**config.mk**
```make
export PLATFORM = sky130hd
export DESIGN_NAME = inst_sequencer
export DESIGN_NICKNAME = d
export VERILOG_FILES = /design/src/rtl/inst_sequencer.sv
export SDC_FILE = /design/constraint.sdc
export NUM_CORES = 1
export LEC_CHECK = 0
export ABC_CLOCK_PERIOD_IN_PS = 5500
export CORE_ASPECT_RATIO = 1.4
export CORE_UTILIZATION = 30
export DETAILED_ROUTE_END_ITERATION = 7
export PLACE_DENSITY = 0.52
export SLEW_MARGIN = 15
export SYNTH_ARGS = -nofsm -noshare
export SYNTH_HDL_FRONTEND = slang
export SYNTH_SLANG_ARGS = --single-unit
```
**constraint.sdc**
```tcl
create_clock -name clk -period 5.5 [get_ports clk]
set_input_delay 0.55 -clock clk [delete_from_list [all_inputs] [get_ports clk]]
set_output_delay 0.55 -clock clk [all_outputs]
set_load 0.02 [all_outputs]
```
**src/rtl/inst_sequencer.sv**
```systemverilog
// inst_sequencer: instruction register and timestep counter for the 10-bit
// processor. Execution advances one timestep per debounced Execute press
// (single-step) or once per clock (free-run), and retired instructions are
// counted.
module inst_sequencer #(
    parameter int unsigned DEBOUNCE_CYCLES = 4
) (
    input  logic       clk,
    input  logic       rst_n,
    input  logic       exec_btn,
    input  logic       run_mode,
    input  logic [9:0] bus,
    input  logic       IRin,
    input  logic       Clr,
    output logic [9:0] INST,
    output logic [1:0] T,
    output logic       busy,
    output logic       done,
    output logic [7:0] retired
);

    localparam int unsigned IW  = 10;
    localparam int unsigned TW  = 2;
    localparam int unsigned RW  = 8;
    localparam int unsigned CW  = 16;
    localparam int unsigned CW1 = CW + 1;

    // Debounce threshold, one bit wider than the counter so the compare
    // against the incremented count cannot overflow.
    localparam logic [CW1-1:0] CNT_LIMIT = CW1'(DEBOUNCE_CYCLES);

    logic          btn_s1_q, btn_s2_q;
    logic          run_s1_q, run_s2_q;
    logic          db_q, db_d;
    logic [CW-1:0] cnt_q, cnt_d;
    logic [CW1-1:0] cnt_inc_c;
    logic          step_q, step_d;
    logic          adv_c;
    logic [TW-1:0] t_q, t_d;
    logic [IW-1:0] inst_q, inst_d;
    logic          done_q, done_d;
    logic [RW-1:0] ret_q, ret_d;

    // Two-flop synchronizers for the asynchronous button and switch
    always_ff @(posedge clk or negedge rst_n) begin
        if (!rst_n) begin
            btn_s1_q <= 1'b0;
            btn_s2_q <= 1'b0;
            run_s1_q <= 1'b0;
            run_s2_q <= 1'b0;
        end else begin
            btn_s1_q <= exec_btn;
            btn_s2_q <= btn_s1_q;
            run_s1_q <= run_mode;
            run_s2_q <= run_s1_q;
        end
    end

    assign cnt_inc_c = {1'b0, cnt_q} + CW1'(1);

    // Debouncer, step rise detector, timestep, IR and retirement next-state
    always_comb begin
        db_d   = db_q;
        cnt_d  = '0;
        t_d    = t_q;
        inst_d = inst_q;
        done_d = 1'b0;
        ret_d  = ret_q;

        if (btn_s2_q != db_q) begin
            if (cnt_inc_c == CNT_LIMIT) begin
                db_d  = btn_s2_q;
                cnt_d = '0;
            end else begin
                cnt_d = cnt_inc_c[CW-1:0];
            end
        end

        // Step is high the cycle right after the debounced level rises
        step_d = db_d & ~db_q;

        adv_c = run_s2_q ? 1'b1 : step_q;

        if (adv_c) begin
            if (Clr) begin
                t_d    = '0;
                done_d = 1'b1;
                ret_d  = ret_q + RW'(1);
            end else begin
                t_d = t_q + TW'(1);
            end
            if (IRin) begin
                inst_d = bus;
            end
        end
    end

    // State registers
    always_ff @(posedge clk or negedge rst_n) begin
        if (!rst_n) begin
            db_q   <= 1'b0;
            cnt_q  <= '0;
            step_q <= 1'b0;
            t_q    <= '0;
            inst_q <= '0;
            done_q <= 1'b0;
            ret_q  <= '0;
        end else begin
            db_q   <= db_d;
            cnt_q  <= cnt_d;
            step_q <= step_d;
            t_q    <= t_d;
            inst_q <= inst_d;
            done_q <= done_d;
            ret_q  <= ret_d;
        end
    end

    assign INST    = inst_q;
    assign T       = t_q;
    assign busy    = (t_q != '0);
    assign done    = done_q;
    assign retired = ret_q;

endmodule

```
* Word-level counts from Yosys, hierarchy flattened
Index checks and enable logic that the tools add are counted.
Word-level totals: word-level logic and storage cells 29, output and inout bits 22, bits in registers 43
Cells by class: add/sub/neg operators 3, equal/unequal tests 2, reduce and logical (&&, ||, !) cells 3, bitwise logic cells 2, multiplexer cells 8
Operator list (number):
- two-way mux 16 bit | 2
- adder 16 x 1 -> 17 bit (second input constant) | 1
- equality test 17 x 3 -> 1 bit (second input constant) | 1
- adder 8 x 1 -> 8 bit (second input constant) | 1
- two-way mux 1 bit | 5
- AND reduction 2 bit | 2
- adder 2 x 1 -> 2 bit (second input constant) | 1
- two-way mux 2 bit | 1
- nonzero test 2 bit | 1
- AND 1 bit | 1
- inequality test 1 bit | 1
- inverter 1 bit | 1

* Depth between registers and ports, before layout
Gate-level depths: netlist of run 1.
depth after elaboration 5, depth in mapped cells 7

* Least setup slack after synthesis of run 1
No wires, ideal clock.
path type register -> register, start point register cnt_q[4], end point register db_q, slack 3419 ps, required time 5373 ps, stages on the path, launching flop included 8, arrival 1953 ps, library setup time 127 ps, clock period less this slack 2081 ps, cells stage by stage dfrtp_1 > buf_2 > nand2_1 > or4_4 > nor3b_1 > o32a_1 > nand3_1 > mux2_1
Between the ends: word-level cells in the longest chain between the ends 4
Ends and longest elaborated chain:
- start, declared | line 35 | logic [CW-1:0] cnt_q, cnt_d;
- start signal, assigned | line 110 | cnt_q <= cnt_d;
- adder 16 x 1 -> 17 bit | line 59 | assign cnt_inc_c = {1'b0, cnt_q} + CW1'(1);
- equality test 17 x 3 -> 1 bit | line 71 | if (cnt_inc_c == CNT_LIMIT) begin
- two-way mux 1 bit | line 71
- two-way mux 1 bit | line 70 | if (btn_s2_q != db_q) begin
- via db_d | line 34 | logic db_q, db_d;
- end signal, assigned | line 101 | db_q <= 1'b0;
- end signal, assigned | line 109 | db_q <= db_d;
- end, declared | line 34
The timed path passes the listed nets, and every way through them passes these cells. A chain may end at the register's enable or synchronous reset.

* Worst setup path in the final report of run 1
Same ends and word-level chain as after synthesis.

==> results of run 1 <==
## metal layers
| metal | vias up | GRT usage, % | share of wire, % |
|---|---|---|---|
| met4 | 0 | 6.000 | 2.4 |
| met5 | - | 0 | 0 |
| met3 | 7 | 2.500 | 3.4 |
| li1 | 675 | - | - |
| met2 | 27 | 19.42 | 48 |
| met1 | 650 | 14.47 | 46 |
## state kept, by name (all words and copies together), names as in the netlist
register / flops
cnt_q: 16
INST: 10
retired: 8
T: 2
btn_s1_q: 1
btn_s2_q: 1
db_q: 1
done: 1
run_s1_q: 1
run_s2_q: 1
step_q: 1
## logic make-up (layout without fill, tap and decap cells)
group,after synthesis,after routing
compound gates,15,15
xor+xnor,23,23
mux,11,11
buf+inv,10,53
simple gates,67,67
fa+ha+maj,3,3
flops,43,43
## final timing paths
kind | startpoint | end | cells past startpoint | slack (ns)
min reg2reg | run_s1_q | run_s2_q | 0 | 0.36
min | run_s1_q | run_s2_q | 0 | 0.36
max | cnt_q[4] | db_q | 6 | 3.28
max reg2reg | cnt_q[4] | db_q | 6 | 3.28
max in group asynchronous | rst_n | cnt_q[10] | 1 | 4.51
min in group asynchronous | rst_n | retired[6] | 1 | 0.39
## metrics by stage
stage / utilization, % / total power [µW] / setup WS [ns] / instance area [µm²] / std cells
3_3_place_gp: 38.24 / 659.1 / 3.334 / 2375 / 279
2_1_floorplan: - / 541.2 / 3.419 / 1924 / 172
5_1_grt: 39.91 / 925.5 / 3.153 / 2479 / 287
4_1_cts: 39.91 / 890.4 / 3.280 / 2479 / 287
3_5_place_dp: 38.24 / 663.6 / 3.299 / 2375 / 279
6_report: 39.91 / 869.7 / 3.282 / 2479 / 287
## power by group through the flow
stage                     combinational [µW]  sequential, µW  clock (µW)
after floorplan                         88.5             453           0
after global placement                   244             415           0
after detailed placement                 246             417           0
after CTS                                247             411         232
after global routing                     265             419         242
final                                    242             410         219
## cell usage after synthesis (2+ instances only)
cell	n	share of area (%)
sky130_fd_sc_hd__dfrtp_1	43	56
sky130_fd_sc_hd__nor2_1	18	3.5
sky130_fd_sc_hd__xor2_1	14	6.4
sky130_fd_sc_hd__nand2_1	13	2.5
sky130_fd_sc_hd__nand3_1	12	3.1
sky130_fd_sc_hd__mux2_2	10	5.9
sky130_fd_sc_hd__xnor2_1	9	4.1
sky130_fd_sc_hd__inv_1	7	1.4
sky130_fd_sc_hd__nand4_1	5	1.6
sky130_fd_sc_hd__nor3_1	4	1.0
sky130_fd_sc_hd__a211oi_1	3	1.2
sky130_fd_sc_hd__and3_1	3	0.98
sky130_fd_sc_hd__ha_1	3	2.0
sky130_fd_sc_hd__o21ai_0	3	0.78
sky130_fd_sc_hd__a21oi_1	2	0.52
sky130_fd_sc_hd__and4_1	2	0.91
sky130_fd_sc_hd__clkbuf_1	2	0.39
sky130_fd_sc_hd__nor3b_1	2	0.78
sky130_fd_sc_hd__nor4_1	2	0.65
## final cells by class
type	instances	share of cell area, %
timing repair buffer	38	15.04
clock buffer	7	3.887
sequential	43	43.41
inverter	7	1.060
clock inverter	1	0.3029
multi-input combinational	119	32.66
tap	72	3.635
## worst reg2reg max path, delay by kind of cell, from the launching register on
family,cells,cell delay (ns)
compound gates,1,0.35
flops,1,0.48
mux,1,0.32
simple gates,4,0.96
==> results.toml, run 1 <==
[logic_synthesis]
post_synth_inst_count = 172
synth_cell_types = 34
synth_ff_type = "sky130_fd_sc_hd__dfrtp_1"
synth-edff-count = 0
synth_top_family_by_area = "simple AND/OR/NAND/NOR gates"
synth_sequential_area_ratio_pct = 55.92
proportion_of_register_bits_with_asynchronous_set_or_reset_after_synthesis_pct = 100.0
synth_compound_area_share_pct = 5.397
syn-mean-instance-area_um2 = 11.19
synth_adder_area_share_pct = 1.951
synth-warning-count = 0
ys_seq_elements = 43
post_synth_and_or_nand_nor_area_fraction_pct = 17.82
cell_area_after_synthesis_um2 = 1924
synth_xor_area_share_pct = 10.47
synth.net_count = 191
muxShareOfSynthArea_pct = 6.437

[cells_and_area]
fillers = 631
antenna_cells = 0
area.sequential_um2 = 1076
multi_input_area_um2 = 809.5
final_cell_mix = "sky130_fd_sc_hd__dfrtp_1, sky130_fd_sc_hd__clkdlybuf4s50_1, sky130_fd_sc_hd__nor2_1"
syn2layout_area_growth_pct = 28.80
final_nets = 233
layout.cells.most_common = "sky130_fd_sc_hd__dfrtp_1"
layout_cells_sized_above_1_pct = 10.70

[setup_path]
critical_path.cell_chain = "nand2_1, or4_4, nor3b_1, o32a_1, nand3_1, mux2_1"
worstSetupEndpointType = "flip-flop"
crit_path_start_kind = "flip-flop"
cpLargestDelayFamily = "simple AND/OR/NAND/NOR gates"
cp_num_buf_inv = 0
cpMaxStageDelayCell = "sky130_fd_sc_hd__or4_4"
worstPathMaxFanout = 8
worst-setup-path-type = "reg -> reg"
critPathRequiredTime_ns = 5.68
worst_ep_arrival_time_ns = 2.40
critical_path.max_stage_delay_ns = 0.53

[clock_tree]
cts_sinks = 43
resized_cells_post_cts = 0
cts.path.max_buffers = 2
ctsRootBufferMaster = "sky130_fd_sc_hd__clkbuf_8"
tritoncts.num_buffers = 5
clock_tree_from_tritoncts = "yes"
clk_pin_slew_ns = 0.08
worst_skew_pair.late_latency_ns = 0.29
h_tree_depth = 2
postCtsSetupBuffers = 0
cts_hold_repair.buffers = 0

[power_and_ir_drop]
seq_power_share_pct = 47.1
net_switching_power_figure_uw = 269.4
clkPwrFrac_pct = 25.1
worst_ir_drop_vdd_uv = 155.2
combinationalPowerShare_pct = 27.8
switching_share_pct = 30.98
leakagePower_uw = 0.001047
pwr_density_cell_nw_per_um2 = 350.9
cell_internal_pwr_uw = 600.2

[sta]
fin_crit_ns = 2.218
drv_slew = 0
hold-worst-slack_ns = 0.3570
rsz_0062_raised_after_global_routing = "no"
timing.clock.skew_ns = 0.006082
fin_setup_tns_ns = 0
finish_stage_setup_viols = 0
fmaxAchievable_ghz = 0.4508
timing.slew.headroom_pct = 37.39
final_hold_violations = 0
worst-slew-pin-transition_ns = 0.9391
final.period_utilization_pct = 40.33

[grt]
wire_length_of_the_first_global_routing_pass_um = 6389
grt_usage_pct = 11.79
global_route.overflow_total = 0
first_global_vias = 1403
antenna_found_initial = 0
grt_max_degree = 44

[drt]
wl_um = 3591
drc = 0
wire_per_inst_um = 12.51
number_of_iterations_in_the_first_detailed_routing_pass = 4
via_per_inst = 4.735
vias = 1359
drt_first_iter_violations = 52
ant_nets = 0

[die]
design.core.area_um2 = 6211
io_pins = 38
row_count = 34
die_x_um = 69.69
die_area_um2 = 6744
initial_core_util_pct = 30.98
chipHeight_um = 96.77

[status]
outcome = "finished, final reports clean"

[job]
maxCapViolations = 0

[placement]
dp_hpwl_um = 2500
numPortBuffers = 37
gp_congestion = 0.8012

[hold_path]
hold_path_class = "reg -> reg"
No activity file was read; power rests on OpenSTA's default activity.
==> inputs of run 2 (changes only) <==
Settings changed: ABC_CLOCK_PERIOD_IN_PS 5500 to 2200.
Clock period 5.5 ns to 2.2 ns, I/O delays scaled along.
==> run 2 against run 1 <==
  * Total power rose by 140%
  * Critical endpoint unchanged
  * Non-clock buffer count is 14 higher
  * Clock skew hardly changed
  * Clock-buffer cell count down 1
==> results.toml, run 2 (synthesis results as in run 1) <==
[cells_and_area]
layout.cells.most_common = "sky130_fd_sc_hd__dfrtp_1"
final_cell_mix = "sky130_fd_sc_hd__dfrtp_1, sky130_fd_sc_hd__clkdlybuf4s50_1, sky130_fd_sc_hd__nor2_1"
flip_flop_count_of_the_largest_register_all_copies_and_words_added = 16
layout_cells_sized_above_1_pct = 16.59
postLayoutCoreUtil_pct = 41.50
syn2layout_area_growth_pct = 33.94
antenna_cells = 0
max_flop_register = "cnt_q"
final_nets = 247

[power_and_ir_drop]
net_switching_power_figure_uw = 675.8
cell_internal_pwr_uw = 1450
leakagePower_uw = 0.001102
combinationalPowerShare_pct = 29.4
switching_share_pct = 31.78
clkPwrFrac_pct = 22.7
seq_power_share_pct = 47.9
pwr_density_cell_nw_per_um2 = 824.9
worst_ir_drop_vdd_uv = 282.7

[drt]
vias = 1444
via_per_inst = 4.797
number_of_iterations_in_the_first_detailed_routing_pass = 5
drt_first_iter_violations = 39
wl_um = 3690
ant_nets = 0
drc = 0
wire_per_inst_um = 12.26

[grt]
grt-busiest-layer = "met2"
grt_max_degree = 18
wire_length_of_the_first_global_routing_pass_um = 6375
global_route.overflow_total = 0
use_met1_pct = 13.56
antenna_found_initial = 0
grt_use_met2_pct = 20.61
grt_usage_pct = 11.94
first_global_vias = 1434
global_route.usage.met3_pct = 2.292

[sta]
fin_setup_tns_ns = 0
timing.slew.headroom_pct = 66.19
worst-slew-pin-transition_ns = 0.5019
finish_stage_setup_viols = 0
fin_crit_ns = 2.102
final_hold_violations = 0
rsz_0062_raised_after_global_routing = "no"
fmaxAchievable_ghz = 0.4757
hold-worst-slack_ns = 0.3405
timing.clock.skew_ns = 0.005720
final.period_utilization_pct = 95.56
drv_slew = 0

[clock_tree]
worst_skew_pair.late_latency_ns = 0.29
h_tree_depth = 2
cts_sinks = 43
ctsRootBufferMaster = "sky130_fd_sc_hd__clkbuf_8"
clk_pin_slew_ns = 0.08
cts.path.max_buffers = 2
tritoncts.num_buffers = 5
clock_tree_from_tritoncts = "yes"

[setup_path]
worst_ep_arrival_time_ns = 2.28
worstSetupEndpointType = "flip-flop"
crit_path_start_kind = "flip-flop"
reg2reg_setup_slack_ns = 0.1
worstPathMaxFanout = 5
critPathRequiredTime_ns = 2.38
worst-setup-path-type = "reg -> reg"

[job]
maxCapViolations = 0

[die]
die_x_um = 69.69
chipHeight_um = 96.77
initial_core_util_pct = 30.98
row_count = 34
io_pins = 38
design.core.area_um2 = 6211
die_area_um2 = 6744

[placement]
numPortBuffers = 37
dp_hpwl_um = 2703
gp_congestion = 0.8098

[status]
outcome = "finished, final reports clean"

[hold_path]
hold_path_class = "in -> async"
## run 2: cell types whose count changed in the layout (fill, tap and decap cells not counted), sizes merged
cell,delta
clkbuf,-1
buf,+13
clkinv,+1
dlygate4sd3,+1
## run 2: timing repair
item	CTS	global route
hold endpoints to repair	10	0
buffers inserted	0	2
endpoints found under the setup margin	0	1
gates resized for setup	0	3
hold buffers	1	0
## run 2: layout make-up
cell class | count | area, µm²
clock inverter | 2 | 12.51
timing repair buffer | 52 | 480.5
clock buffer | 6 | 72.57
multi-input combinational | 119 | 818.3
sequential | 43 | 1077
fill | 612 | 3633
inverter | 7 | 26.28
tap | 72 | 90.09
## run 2: path summary, 6_finish.rpt
check                      startpoint          to  cells past startpoint
hold reg to reg              btn_s1_q    btn_s2_q                      0
min in group clk             exec_btn    btn_s1_q                      1
hold / removal                  rst_n  retired[7]                      2
max in group asynchronous       rst_n    cnt_q[6]                      3
setup reg to reg             cnt_q[5]        db_q                      6
setup / recovery             cnt_q[5]        db_q                      6
## run 2: metrics by stage
stage	total power (µW)	worst slack (ns)	std cells	area, µm²
6_report	2126	0.09768	301	2577
5_1_grt	2252	0.002152	301	2577
4_1_cts	2164	0.04239	299	2552
3_5_place_dp	1671	0.06310	290	2457
3_3_place_gp	1660	0.1112	290	2457
2_1_floorplan	1353	0.1190	172	1924
## run 2: power by group through the flow
stage	sequential, µW	combinational (µW)	clock [µW]
6_report	1020	625	482
5_1_grt	1040	680	531
2_1_floorplan	1130	221	0
4_1_cts	1020	635	508
3_3_place_gp	1030	628	0
3_5_place_dp	1040	635	0
## run 2: worst max-delay path, stage by stage (launching register included)
cell,delay [ns]
sky130_fd_sc_hd__dfrtp_1,0.40
sky130_fd_sc_hd__nand2_1,0.12
sky130_fd_sc_hd__or4_4,0.52
sky130_fd_sc_hd__nor3b_1,0.16
sky130_fd_sc_hd__o32a_1,0.34
sky130_fd_sc_hd__nand3_1,0.12
sky130_fd_sc_hd__mux2_1,0.32
## run 2: metal layers
metal | vias up | share of wire [%]
met4 | 0 | 3.4
met1 | 683 | 43
li1 | 711 | -
met5 | - | 0
met3 | 11 | 4.3
met2 | 39 | 49
